--- config.mk ---
export PLATFORM = sky130hd
export DESIGN_NAME = sfp_lane_sched_flat
export DESIGN_NICKNAME = d
export VERILOG_FILES = /design/src/rtl/sfp_lane_sched_pkg.sv /design/src/rtl/sfp_lane_sched_if.sv /design/src/rtl/sfp_lane_sched_fix2sfp.sv /design/src/rtl/sfp_lane_sched.sv /design/src/flat_wrapper.sv
export SDC_FILE = /design/constraint.sdc
export NUM_CORES = 1
export LEC_CHECK = 0
export BUFFER_PORTS_ARGS = -buffer_cell sky130_fd_sc_hd__buf_2
export CELL_PAD_IN_SITES_DETAIL_PLACEMENT = 0
export CELL_PAD_IN_SITES_GLOBAL_PLACEMENT = 1
export CORE_UTILIZATION = 44
export DETAILED_ROUTE_END_ITERATION = 7
export PLACE_DENSITY = 0.89
export SLEW_MARGIN = 10
export SYNTH_ARGS = -nofsm -noshare
export SYNTH_HDL_FRONTEND = slang
export SYNTH_SLANG_ARGS = --single-unit
--- constraint.sdc ---
create_clock -name clk -period 12.98 [get_ports clk]
set_input_delay 1.298 -clock clk [delete_from_list [all_inputs] [get_ports clk]]
set_output_delay 1.298 -clock clk [all_outputs]
set_load 0.02 [all_outputs]
--- src/rtl/sfp_lane_sched_pkg.sv ---
// sfp_lane_sched_pkg: shared width helpers, FSM encoding and lane slice macro
`define SFP_LANE(vec, idx, w) vec[(idx)*(w) +: (w)]

package sfp_lane_sched_pkg;
    typedef enum logic [1:0] {IDLE = 2'd0, CONV = 2'd1, HOLD = 2'd2} state_t;

    function automatic int fix_w(int sig_w, int low_exp);
        return sig_w + 4 + low_exp;
    endfunction

    function automatic int fmt_w(int exp_w, int sig_w);
        return 1 + exp_w + sig_w;
    endfunction
endpackage

--- src/rtl/sfp_lane_sched_if.sv ---
// sfp_lane_sched_if: block input and packed SFP output handshakes
interface sfp_lane_sched_if
    import sfp_lane_sched_pkg::*;
#(
    parameter int expWidth    = 4,
    parameter int sigWidth    = 4,
    parameter int formatWidth = fmt_w(expWidth, sigWidth),
    parameter int low_expand  = 2,
    parameter int LANES       = 4
);
    localparam int FIXW = fix_w(sigWidth, low_expand);
    logic                         in_valid;
    logic                         in_ready;
    logic [LANES*FIXW-1:0]        in_fix;
    logic [expWidth-1:0]          in_max_exp;
    logic                         out_valid;
    logic                         out_ready;
    logic [LANES*formatWidth-1:0] out_sfp;
    logic [LANES-1:0]             out_zero_mask;
    logic                         busy;

    modport master (
        output in_valid, in_fix, in_max_exp, out_ready,
        input  in_ready, out_valid, out_sfp, out_zero_mask, busy
    );
    modport slave (
        input  in_valid, in_fix, in_max_exp, out_ready,
        output in_ready, out_valid, out_sfp, out_zero_mask, busy
    );
endinterface

--- src/rtl/sfp_lane_sched_fix2sfp.sv ---
// sfp_lane_sched_fix2sfp: combinational two's-complement fixed point to SFP converter
module sfp_lane_sched_fix2sfp
    import sfp_lane_sched_pkg::*;
#(
    parameter int expWidth    = 4,
    parameter int sigWidth    = 4,
    parameter int formatWidth = fmt_w(expWidth, sigWidth),
    parameter int low_expand  = 2,
    localparam int FIXW       = fix_w(sigWidth, low_expand)
) (
    input  logic [FIXW-1:0]        fix,
    input  logic [expWidth-1:0]    max_exp,
    output logic [formatWidth-1:0] sfp,
    output logic                   zero
);
    logic [FIXW-1:0]     mag;
    logic [FIXW-2:0]     m;
    logic [FIXW-2:0]     norm;
    logic [expWidth-1:0] e;
    int                  pos;
    int                  ex;

    always_comb begin
        mag = fix[FIXW-1] ? ~fix + 1'b1 : fix;
        m = mag[FIXW-2:0];
        pos = 0;
        for (int k = 0; k < FIXW - 1; k++) if (m[k]) pos = k;
        norm = m << (FIXW - 2 - pos);
        // a leading one at bit sigWidth+low_expand-1 maps to exactly max_exp
        ex = int'(max_exp) + pos - (sigWidth + low_expand - 1);
        e = ex < 0 ? '0 : ex > (2 ** expWidth) - 1 ? '1 : ex[expWidth-1:0];
        zero = m == '0;
        sfp = zero ? '0 : {fix[FIXW-1], e, norm[FIXW-2 -: sigWidth]};
    end
endmodule

--- src/rtl/sfp_lane_sched.sv ---
// sfp_lane_sched: converts a captured block of fixed-point lanes to SFP one lane per
// cycle through a single shared converter, then holds the packed vector for handoff.
module sfp_lane_sched
    import sfp_lane_sched_pkg::*;
#(
    parameter int expWidth    = 4,
    parameter int sigWidth    = 4,
    parameter int formatWidth = fmt_w(expWidth, sigWidth),
    parameter int low_expand  = 2,
    parameter int LANES       = 4
) (
    input logic             clk,
    input logic             rst,
    sfp_lane_sched_if.slave bus
);
    localparam int FIXW = fix_w(sigWidth, low_expand);
    localparam int CW = $clog2(LANES);
    localparam logic [CW-1:0] LAST = CW'(LANES - 1);

    state_t                       state_q, state_d;
    logic [CW-1:0]                lane_q, lane_d;
    logic [LANES*FIXW-1:0]        fix_q, fix_d;
    logic [expWidth-1:0]          exp_q, exp_d;
    logic [LANES*formatWidth-1:0] sfp_q, sfp_d;
    logic [LANES-1:0]             zm_q, zm_d;
    logic [FIXW-1:0]              cv_fix;
    logic [formatWidth-1:0]       cv_sfp;
    logic                         cv_zero;

    assign cv_fix = `SFP_LANE(fix_q, lane_q, FIXW);

    sfp_lane_sched_fix2sfp #(
        .expWidth   (expWidth),
        .sigWidth   (sigWidth),
        .formatWidth(formatWidth),
        .low_expand (low_expand)
    ) u_cvt (
        .fix    (cv_fix),
        .max_exp(exp_q),
        .sfp    (cv_sfp),
        .zero   (cv_zero)
    );

    always_comb begin
        state_d = state_q;
        lane_d = lane_q;
        fix_d = fix_q;
        exp_d = exp_q;
        sfp_d = sfp_q;
        zm_d = zm_q;
        if (state_q == IDLE) begin
            if (bus.in_valid) begin
                fix_d = bus.in_fix;
                exp_d = bus.in_max_exp;
                lane_d = '0;
                state_d = CONV;
            end
        end else if (state_q == CONV) begin
            `SFP_LANE(sfp_d, lane_q, formatWidth) = cv_sfp;
            zm_d[lane_q] = cv_zero;
            lane_d = lane_q == LAST ? '0 : lane_q + 1'b1;
            state_d = lane_q == LAST ? HOLD : CONV;
        end else begin
            state_d = bus.out_ready ? IDLE : HOLD;
        end
    end

    always_ff @(posedge clk) begin
        if (rst) begin
            state_q <= IDLE;
            lane_q <= '0;
            fix_q <= '0;
            exp_q <= '0;
            sfp_q <= '0;
            zm_q <= '0;
        end else begin
            state_q <= state_d;
            lane_q <= lane_d;
            fix_q <= fix_d;
            exp_q <= exp_d;
            sfp_q <= sfp_d;
            zm_q <= zm_d;
        end
    end

    assign bus.in_ready = state_q == IDLE;
    assign bus.out_valid = state_q == HOLD;
    assign bus.busy = state_q != IDLE;
    assign bus.out_sfp = sfp_q;
    assign bus.out_zero_mask = zm_q;
endmodule

--- src/flat_wrapper.sv ---
// flat-port wrapper written by rule: the top's interface ports become plain ports
module sfp_lane_sched_flat import sfp_lane_sched_pkg::*;
#(
    parameter int expWidth    = 4,
    parameter int sigWidth    = 4,
    parameter int formatWidth = fmt_w(expWidth, sigWidth),
    parameter int low_expand  = 2,
    parameter int LANES       = 4
)
  (clk, rst, bus_in_valid, bus_in_fix, bus_in_max_exp, bus_out_ready, bus_in_ready, bus_out_valid, bus_out_sfp, bus_out_zero_mask, bus_busy);
  sfp_lane_sched_if #(.expWidth(expWidth), .sigWidth(sigWidth), .formatWidth(formatWidth), .low_expand(low_expand), .LANES(LANES)) bus_i ();
  input logic clk;
  input logic rst;
  input wire logic [$bits(bus_i.in_valid)-1:0] bus_in_valid;
  input wire logic [$bits(bus_i.in_fix)-1:0] bus_in_fix;
  input wire logic [$bits(bus_i.in_max_exp)-1:0] bus_in_max_exp;
  input wire logic [$bits(bus_i.out_ready)-1:0] bus_out_ready;
  output wire logic [$bits(bus_i.in_ready)-1:0] bus_in_ready;
  output wire logic [$bits(bus_i.out_valid)-1:0] bus_out_valid;
  output wire logic [$bits(bus_i.out_sfp)-1:0] bus_out_sfp;
  output wire logic [$bits(bus_i.out_zero_mask)-1:0] bus_out_zero_mask;
  output wire logic [$bits(bus_i.busy)-1:0] bus_busy;
  assign bus_i.in_valid = bus_in_valid;
  assign bus_i.in_fix = bus_in_fix;
  assign bus_i.in_max_exp = bus_in_max_exp;
  assign bus_i.out_ready = bus_out_ready;
  assign bus_in_ready = bus_i.in_ready;
  assign bus_out_valid = bus_i.out_valid;
  assign bus_out_sfp = bus_i.out_sfp;
  assign bus_out_zero_mask = bus_i.out_zero_mask;
  assign bus_busy = bus_i.busy;
  sfp_lane_sched #(.expWidth(expWidth), .sigWidth(sigWidth), .formatWidth(formatWidth), .low_expand(low_expand), .LANES(LANES)) u_core (.clk(clk), .rst(rst), .bus(bus_i));
endmodule
==> metrics.yaml, run 1 <==
status: "complete, but fails checks"
violations: "DRC"
rrSetupSlack_ns: 6.66
yosys_warnings: 0
relSlewSlack_pct: 23.0
grt_pass1_vias: 4112
fin_worst_skew_ns: 0.0115
rsz0062_at_grt: "false"
p_per_area_nw_per_um2: 143
routabilityCongestion: 0.879
setup_viol: 0
cts_hold_buf: 0
rr_startpoint: "u_core.lane_q[1]$_SDFFE_PP0P_"
area_growth_pct: 16.5
grt_max_degree: 93
period_needed_ns: 6.32
cp.required_ns: 13.27
ys.flop_type: "dfxtp_1"
design_area_um2: 5400
ys_ff_latch: 88
post-cts-setup-buffer-count: 0
fin_nets: 690
antenna_found_initial: 0
cts.path.max_buffers: 2
cts_buffers: 9
r2r-end: "u_core.bus.out_sfp[16]$_SDFFE_PP0P_"
post_cts_resized: 0
post-route-drc-count: 4
grt_overflow: 0
wl_met3_um: 723
synth_cell_types: 66
cts_max_level: 3
worstSetupStartpointType: "register"
place.detailed.hpwl_um: 8880
grt.total_usage_pct: 23.0
drtPass1Iterations: 7
dieArea_um2: 10900
syn_nets: 615
num_rows: 37
min_from: "u_core.fix_q[9]$_SDFFE_PP0P_"
startpoint: "u_core.lane_q[1]$_SDFFE_PP0P_"
power_leakage_uw: 0.00220
highest_layer: "met4"
wl_per_cell_um: 15.7
hold-path-cell-count: 2
period_share_pct: 48.7
end_kind: "register"
ys_seq_area_share_pct: 38.0
drv_cap: 0
p_total_uw: 774
hold_viol_final: 0
drt-total-wl_um: 12000
drive_above_1_share_pct: 22.2
cp.arrival_ns: 6.62
num_vias: 4314
cts-root-buf: "clkbuf_8"
clock-sinks: 88
syn_inst: 551
coreArea_um2: 10300
start_util_pct: 45.1
portBuffers: 90
synth_edf_count: 0
syn_area_per_cell_um2: 8.41
routed_via_density: 5.63
reg2regPathDepth: 22
drtIter0Drc: 305
ir_drop_v: 0.0000817
hp-class: "reg -> reg"
grt_pass1_wl_um: 20400
fmax_mhz: 158
clkSlewWorstSetupHoldPaths_ns: 0.09
n_antenna_cell: 0
die_h_um: 105
worstSkewPairLatency_ns: 0.36
crit_type: "reg -> reg"
netlist_area_um2: 4630
ios: 91
worst_pin_slew_ns: 1.14
postRouteAntennaNets: 0
worstPathMaxFanout: 19
slew_viol_final: 0
cts_tree: "built"
min_to: "u_core.fix_q[9]$_SDFFE_PP0P_"
fp.dieW_um: 105
fin_setup_tns_ns: 0
wl_met1_um: 5530
wl_met2_um: 5530
async_flop_share_pct: 0
dpl_cell_area_um2: 5160
routing by layer:
metal / up-vias / global-route usage [%]
li1: 2119 / -
met1: 2022 / 32.3
met2: 155 / 36.2
met3: 18 / 3.37
met4: 0 / 7.75
met5: - / 0
stage by stage:
step / hold slack (ns) / setup WS [ns] / std cells / utilization, %
2_1_floorplan: 0.433 / 7.82 / 551 / -
6_report: 0.457 / 6.66 / 766 / 52.6
4_1_cts: 0.458 / 6.77 / 766 / 52.6
3_5_place_dp: 0.445 / 6.80 / 751 / 50.2
3_3_place_gp: 0.445 / 7.01 / 751 / 50.2
5_1_grt: 0.478 / 6.05 / 766 / 52.6
how the worst max path moves through the flow:
stage                                          end  cells after the start  slack, ns
2_1_floorplan  u_core.bus.out_sfp[34]$_SDFFE_PP0P_                     24       7.82
3_3_place_gp   u_core.bus.out_sfp[34]$_SDFFE_PP0P_                     22       7.01
3_5_place_dp   u_core.bus.out_sfp[16]$_SDFFE_PP0P_                     22       6.80
4_1_cts        u_core.bus.out_sfp[34]$_SDFFE_PP0P_                     22       6.77
5_1_grt        u_core.bus.out_sfp[16]$_SDFFE_PP0P_                     22       6.05
6_report       u_core.bus.out_sfp[16]$_SDFFE_PP0P_                     22       6.66
layout by cell type, fill, tap and decap left out, drive strengths merged, types with 3 or more instances in the layout:
cell,instances
xor2,4
nand3b,16
o31ai,8
nor4,4
bufinv,3
a21oi,55
clkbuf,9
and2,3
a211oi,3
mux4,10
o31a,4
a21o,4
inv,21
nor3,7
or2,3
xnor2,3
and3,3
a31oi,5
dfxtp,88
a221oi,4
nand2b,13
nor2,40
buf,96
nand3,8
o211ai,4
a2111oi,3
nand4,5
mux2i,6
nand2,106
ha,15
o21ai,20
nor2b,4
a22oi,22
registers in the layout, summed over array words and instances (netlist names):
name,flops
u_core.fix_q,40
u_core.bus.out_sfp,36
u_core.bus.out_zero_mask,4
u_core.exp_q,4
u_core.lane_q,2
u_core.state_q,2
Yosys cell counts, types with 5 or more instances:
| cell | n | share of area, % |
|---|---|---|
| dfxtp_1 | 88 | 38 |
| a31oi_1 | 5 | 0.67 |
| nand3_1 | 8 | 0.86 |
| o31ai_1 | 7 | 1.1 |
| mux2i_1 | 6 | 1.3 |
| nand2b_1 | 13 | 1.8 |
| o21ai_1 | 10 | 1.1 |
| ha_1 | 15 | 4.0 |
| nand4_1 | 5 | 0.67 |
| a21oi_1 | 55 | 5.9 |
| o21ai_0 | 8 | 0.86 |
| nor2_1 | 40 | 3.2 |
| nor3_1 | 7 | 0.76 |
| inv_1 | 19 | 1.5 |
| nand2_1 | 106 | 8.6 |
| nand3b_1 | 16 | 2.6 |
| a22oi_1 | 22 | 3.6 |
| clkbuf_1 | 26 | 2.1 |
| mux4_2 | 10 | 4.9 |
final cells by class:
| class | count | area [µm²] |
|---|---|---|
| Clock buffer | 9 | 124 |
| Timing Repair Buffer | 96 | 495 |
| Fill cell | 989 | 4880 |
| Clock inverter | 6 | 118 |
| Inverter | 20 | 75.1 |
| Sequential cell | 88 | 1760 |
| Multi-Input combinational cell | 411 | 2660 |
| Tap cell | 136 | 170 |
where the power goes:
group | internal (µW) | switching, µW | total [µW]
logic | 90.7 | 162 | 253
clock network | 128 | 101 | 229
registers | 282 | 8.89 | 291
total | 502 | 272 | 774
logic make-up after synthesis:
| logic type | count (synthesis) | share of synthesized area [%] |
|---|---|---|
| fa+ha+maj | 16 | 4.48 |
| flops | 88 | 38.0 |
| simple gates | 220 | 22.6 |
| buf+inv | 52 | 4.64 |
| xor+xnor | 7 | 1.89 |
| compound gates | 150 | 21.7 |
| mux | 18 | 6.64 |
critical path, stage by stage (launching register included):
cell       delay [ns]
dfxtp_1          0.86
mux4_2           0.56
inv_1            0.10
ha_1             0.17
nand2_1          0.07
nor3_1           0.48
o2111ai_1        0.17
o211ai_1         0.37
inv_1            0.42
and2_1           0.26
ha_1             0.31
ha_1             0.31
a21oi_1          0.13
nor2_1           0.05
nor2_1           0.13
ha_1             0.25
nand2b_1         0.07
a21oi_1          0.08
a21oi_1          0.18
nor2_1           0.05
a2111oi_0        0.91
a22oi_1          0.16
nor2_1           0.15
Note: power is estimated with default switching activity, not from simulation.
==> run 2: changes to the inputs <==
Settings changed: CORE_UTILIZATION 44 to 37, PLACE_DENSITY 0.89 to 0.8.
Clock period 12.98 ns to 5.1 ns, I/O delays scaled along.
==> metrics.yaml, run 2 (synthesis gave the netlist of run 1 again) <==
p_per_area_nw_per_um2: 365  # +150%
period_share_pct: 95.0  # +46 points
ir_drop_v: 0.000195  # +140%
num_rows: 40  # +8.1%
cts_buffers: 9  # unchanged
fin_worst_skew_ns: 0.00440  # -0.00705 ns
rsz0062_at_grt: "true"
num_vias: 4311  # -0.070%
hold_viol_final: 0  # unchanged
fin_setup_tns_ns: 0  # unchanged
n_antenna_cell: 0  # unchanged
fillers: 1189  # +20%
slew_viol_final: 0  # unchanged
fp.dieW_um: 114  # +8.9%
final_cell_mix: "nand2_1, buf_2, dfxtp_1, a21oi_1, nor2_1"
cts.path.max_buffers: 2  # unchanged
min_to: "u_core.fix_q[33]$_SDFFE_PP0P_"
r2r-end: "u_core.bus.out_sfp[7]$_SDFFE_PP0P_"
area_growth_pct: 22.1
grt.total_usage_pct: 18.9  # -4.1 points
hp-class: "in -> reg"
cp.arrival_ns: 5.11  # -1.51 ns
design_area_um2: 5660  # +4.7%
reg2regPathDepth: 23  # +4.5%
postRouteAntennaNets: 0  # unchanged
placed_cells: 797  # +6.1%
fin_util_pct: 46.7  # -5.9 points
grt_max_degree: 93  # unchanged
ios: 91  # unchanged
grt_pass1_vias: 3957  # -3.8%
stdcell_count: 812  # +6.0%
grt_overflow: 0  # unchanged
dpl_cell_area_um2: 5310  # +2.8%
layout.cells.most_common: "nand2_1"
fin_nets: 704  # +2.0%
routabilityCongestion: 0.832  # -5.3%
register_area_um2: 1770  # +0.28%
multiInputGateArea_um2: 2710  # +2.1%
period_needed_ns: 4.84  # -1.48 ns
place.detailed.hpwl_um: 8600  # -3.1%
cp.required_ns: 5.37  # -7.90 ns
drv_cap: 0  # unchanged
crit_type: "reg -> reg"
cts-root-buf: "clkbuf_16"
drtIter0Drc: 230  # -25%
hold-path-cell-count: 3  # +1
clkSlewWorstSetupHoldPaths_ns: 0.06  # -0.03 ns
drtPass1Iterations: 4  # -3
drive_above_1_share_pct: 25.8  # +3.6 points
worstSkewPairLatency_ns: 0.34  # -0.02 ns
routed_via_density: 5.31  # -5.7%
power_leakage_uw: 0.00231  # +5.3%
clock-sinks: 88  # unchanged
worstPathMaxFanout: 7  # -12
die_h_um: 114  # +8.9%
drt-total-wl_um: 11800  # -1.5%
fmax_mhz: 207  # +31%
grt_pass1_wl_um: 19500  # -4.1%
setup_viol: 0  # unchanged
status: "finished clean"
antenna_found_initial: 0  # unchanged
regMostFlops: "u_core.fix_q"
wl_per_cell_um: 14.5  # -7.0%
min_from: "bus_in_fix[33]"
post-route-drc-count: 0  # -4
worst_pin_slew_ns: 0.871  # -0.273 ns
relSlewSlack_pct: 41.4  # +18 points
whs_ns: 0.402  # -0.0552 ns
start_util_pct: 38.3  # -6.8 points
rrSetupSlack_ns: 0.26  # -6.40 ns
largest_register_ff_count: 40  # unchanged
dieArea_um2: 13000  # +19%
cts_max_level: 3  # unchanged
coreArea_um2: 12100  # +18%
cts_tree: "built"
worstSetupStartpointType: "register"
end_kind: "register"
rr_startpoint: "u_core.lane_q[0]$_SDFFE_PP0P_"
portBuffers: 90  # unchanged
==> run 2: changes by cell type in the layout (fill, tap and decap cells not counted), moves of 2 or more <==
cell and change:
dfxtp_1 -2, buf_4 +13, a21oi_2 +3, clkbuf_16 +9, a21oi_1 -3, clkbuf_8 -9
clkinv_2 +3, bufinv_16 -2
==> run 2: power by group <==
part / leakage (µW) / total [µW] / switching (µW) / internal, µW
Combinational: 0.00145 / 683 / 416 / 267
Clock: 0.000141 / 641 / 266 / 375
Sequential: 0.000718 / 738 / 19.0 / 719
Total: 0.00231 / 2060 / 701 / 1360
==> run 2: repair_timing <==
action	4_1_cts	5_1_grt
buffers inserted	0	0
endpoints found under the setup margin	0	16
hold endpoints to repair	0	0
resized for setup	0	16
hold buffers	0	0
==> run 2: per-stage QoR <==
| step | power, µW | setup WS (ns) |
|---|---|---|
| global route | 2180 | -0.0648 |
| floorplan | 1230 | 0.0558 |
| global placement | 1410 | 0.223 |
| detailed placement | 1420 | 0.0443 |
| CTS | 2060 | 0.0381 |
| finish | 2060 | 0.257 |
==> run 2: cell type report <==
| type | instances | share of cell area (%) |
|---|---|---|
| Sequential cell | 88 | 31.2 |
| Multi-Input combinational cell | 411 | 48.0 |
| Clock buffer | 9 | 3.98 |
| Clock inverter | 6 | 1.08 |
| Tap cell | 168 | 3.72 |
| Inverter | 20 | 1.33 |
| Timing Repair Buffer | 110 | 10.7 |
==> run 2: worst max path at each step <==
stage	from	endpoint	slack, ns	cells past startpoint
final	u_core.lane_q[0]$_SDFFE_PP0P_	u_core.bus.out_sfp[7]$_SDFFE_PP0P_	0.26	23
after floorplan	u_core.lane_q[0]$_SDFFE_PP0P_	u_core.bus.out_sfp[34]$_SDFFE_PP0P_	0.06	24
after CTS	u_core.lane_q[0]$_SDFFE_PP0P_	u_core.bus.out_sfp[7]$_SDFFE_PP0P_	0.04	23
after global placement	u_core.lane_q[0]$_SDFFE_PP0P_	u_core.bus.out_sfp[7]$_SDFFE_PP0P_	0.22	23
after detailed placement	u_core.lane_q[0]$_SDFFE_PP0P_	u_core.bus.out_sfp[7]$_SDFFE_PP0P_	0.04	23
after global routing	u_core.lane_q[0]$_SDFFE_PP0P_	u_core.bus.out_sfp[7]$_SDFFE_PP0P_	-0.06	23
==> run 2: critical path, stage by stage, from the launching register on <==
cell	delay (ns)
dfxtp_4	0.37
mux4_2	0.57
inv_1	0.10
ha_1	0.18
nand2_1	0.08
or3_4	0.44
a221oi_4	0.31
o21ba_2	0.19
o22ai_1	0.11
and2_1	0.19
ha_1	0.31
ha_1	0.31
a21oi_2	0.12
nor2_1	0.05
nor2_1	0.12
ha_1	0.24
nand2b_1	0.07
a21oi_1	0.07
a21oi_1	0.17
nor2_1	0.06
a2111oi_2	0.33
buf_4	0.18
a22oi_1	0.06
nor2_1	0.13
==> run 2: per-layer routing <==
layer  wire length (µm)  up-vias  GRT usage [%]
li1                   -     2148              -
met1               5700     2032           26.7
met2               5390      120           28.5
met3                563       11           3.93
met4                161        0           6.58
met5                  0        -              0
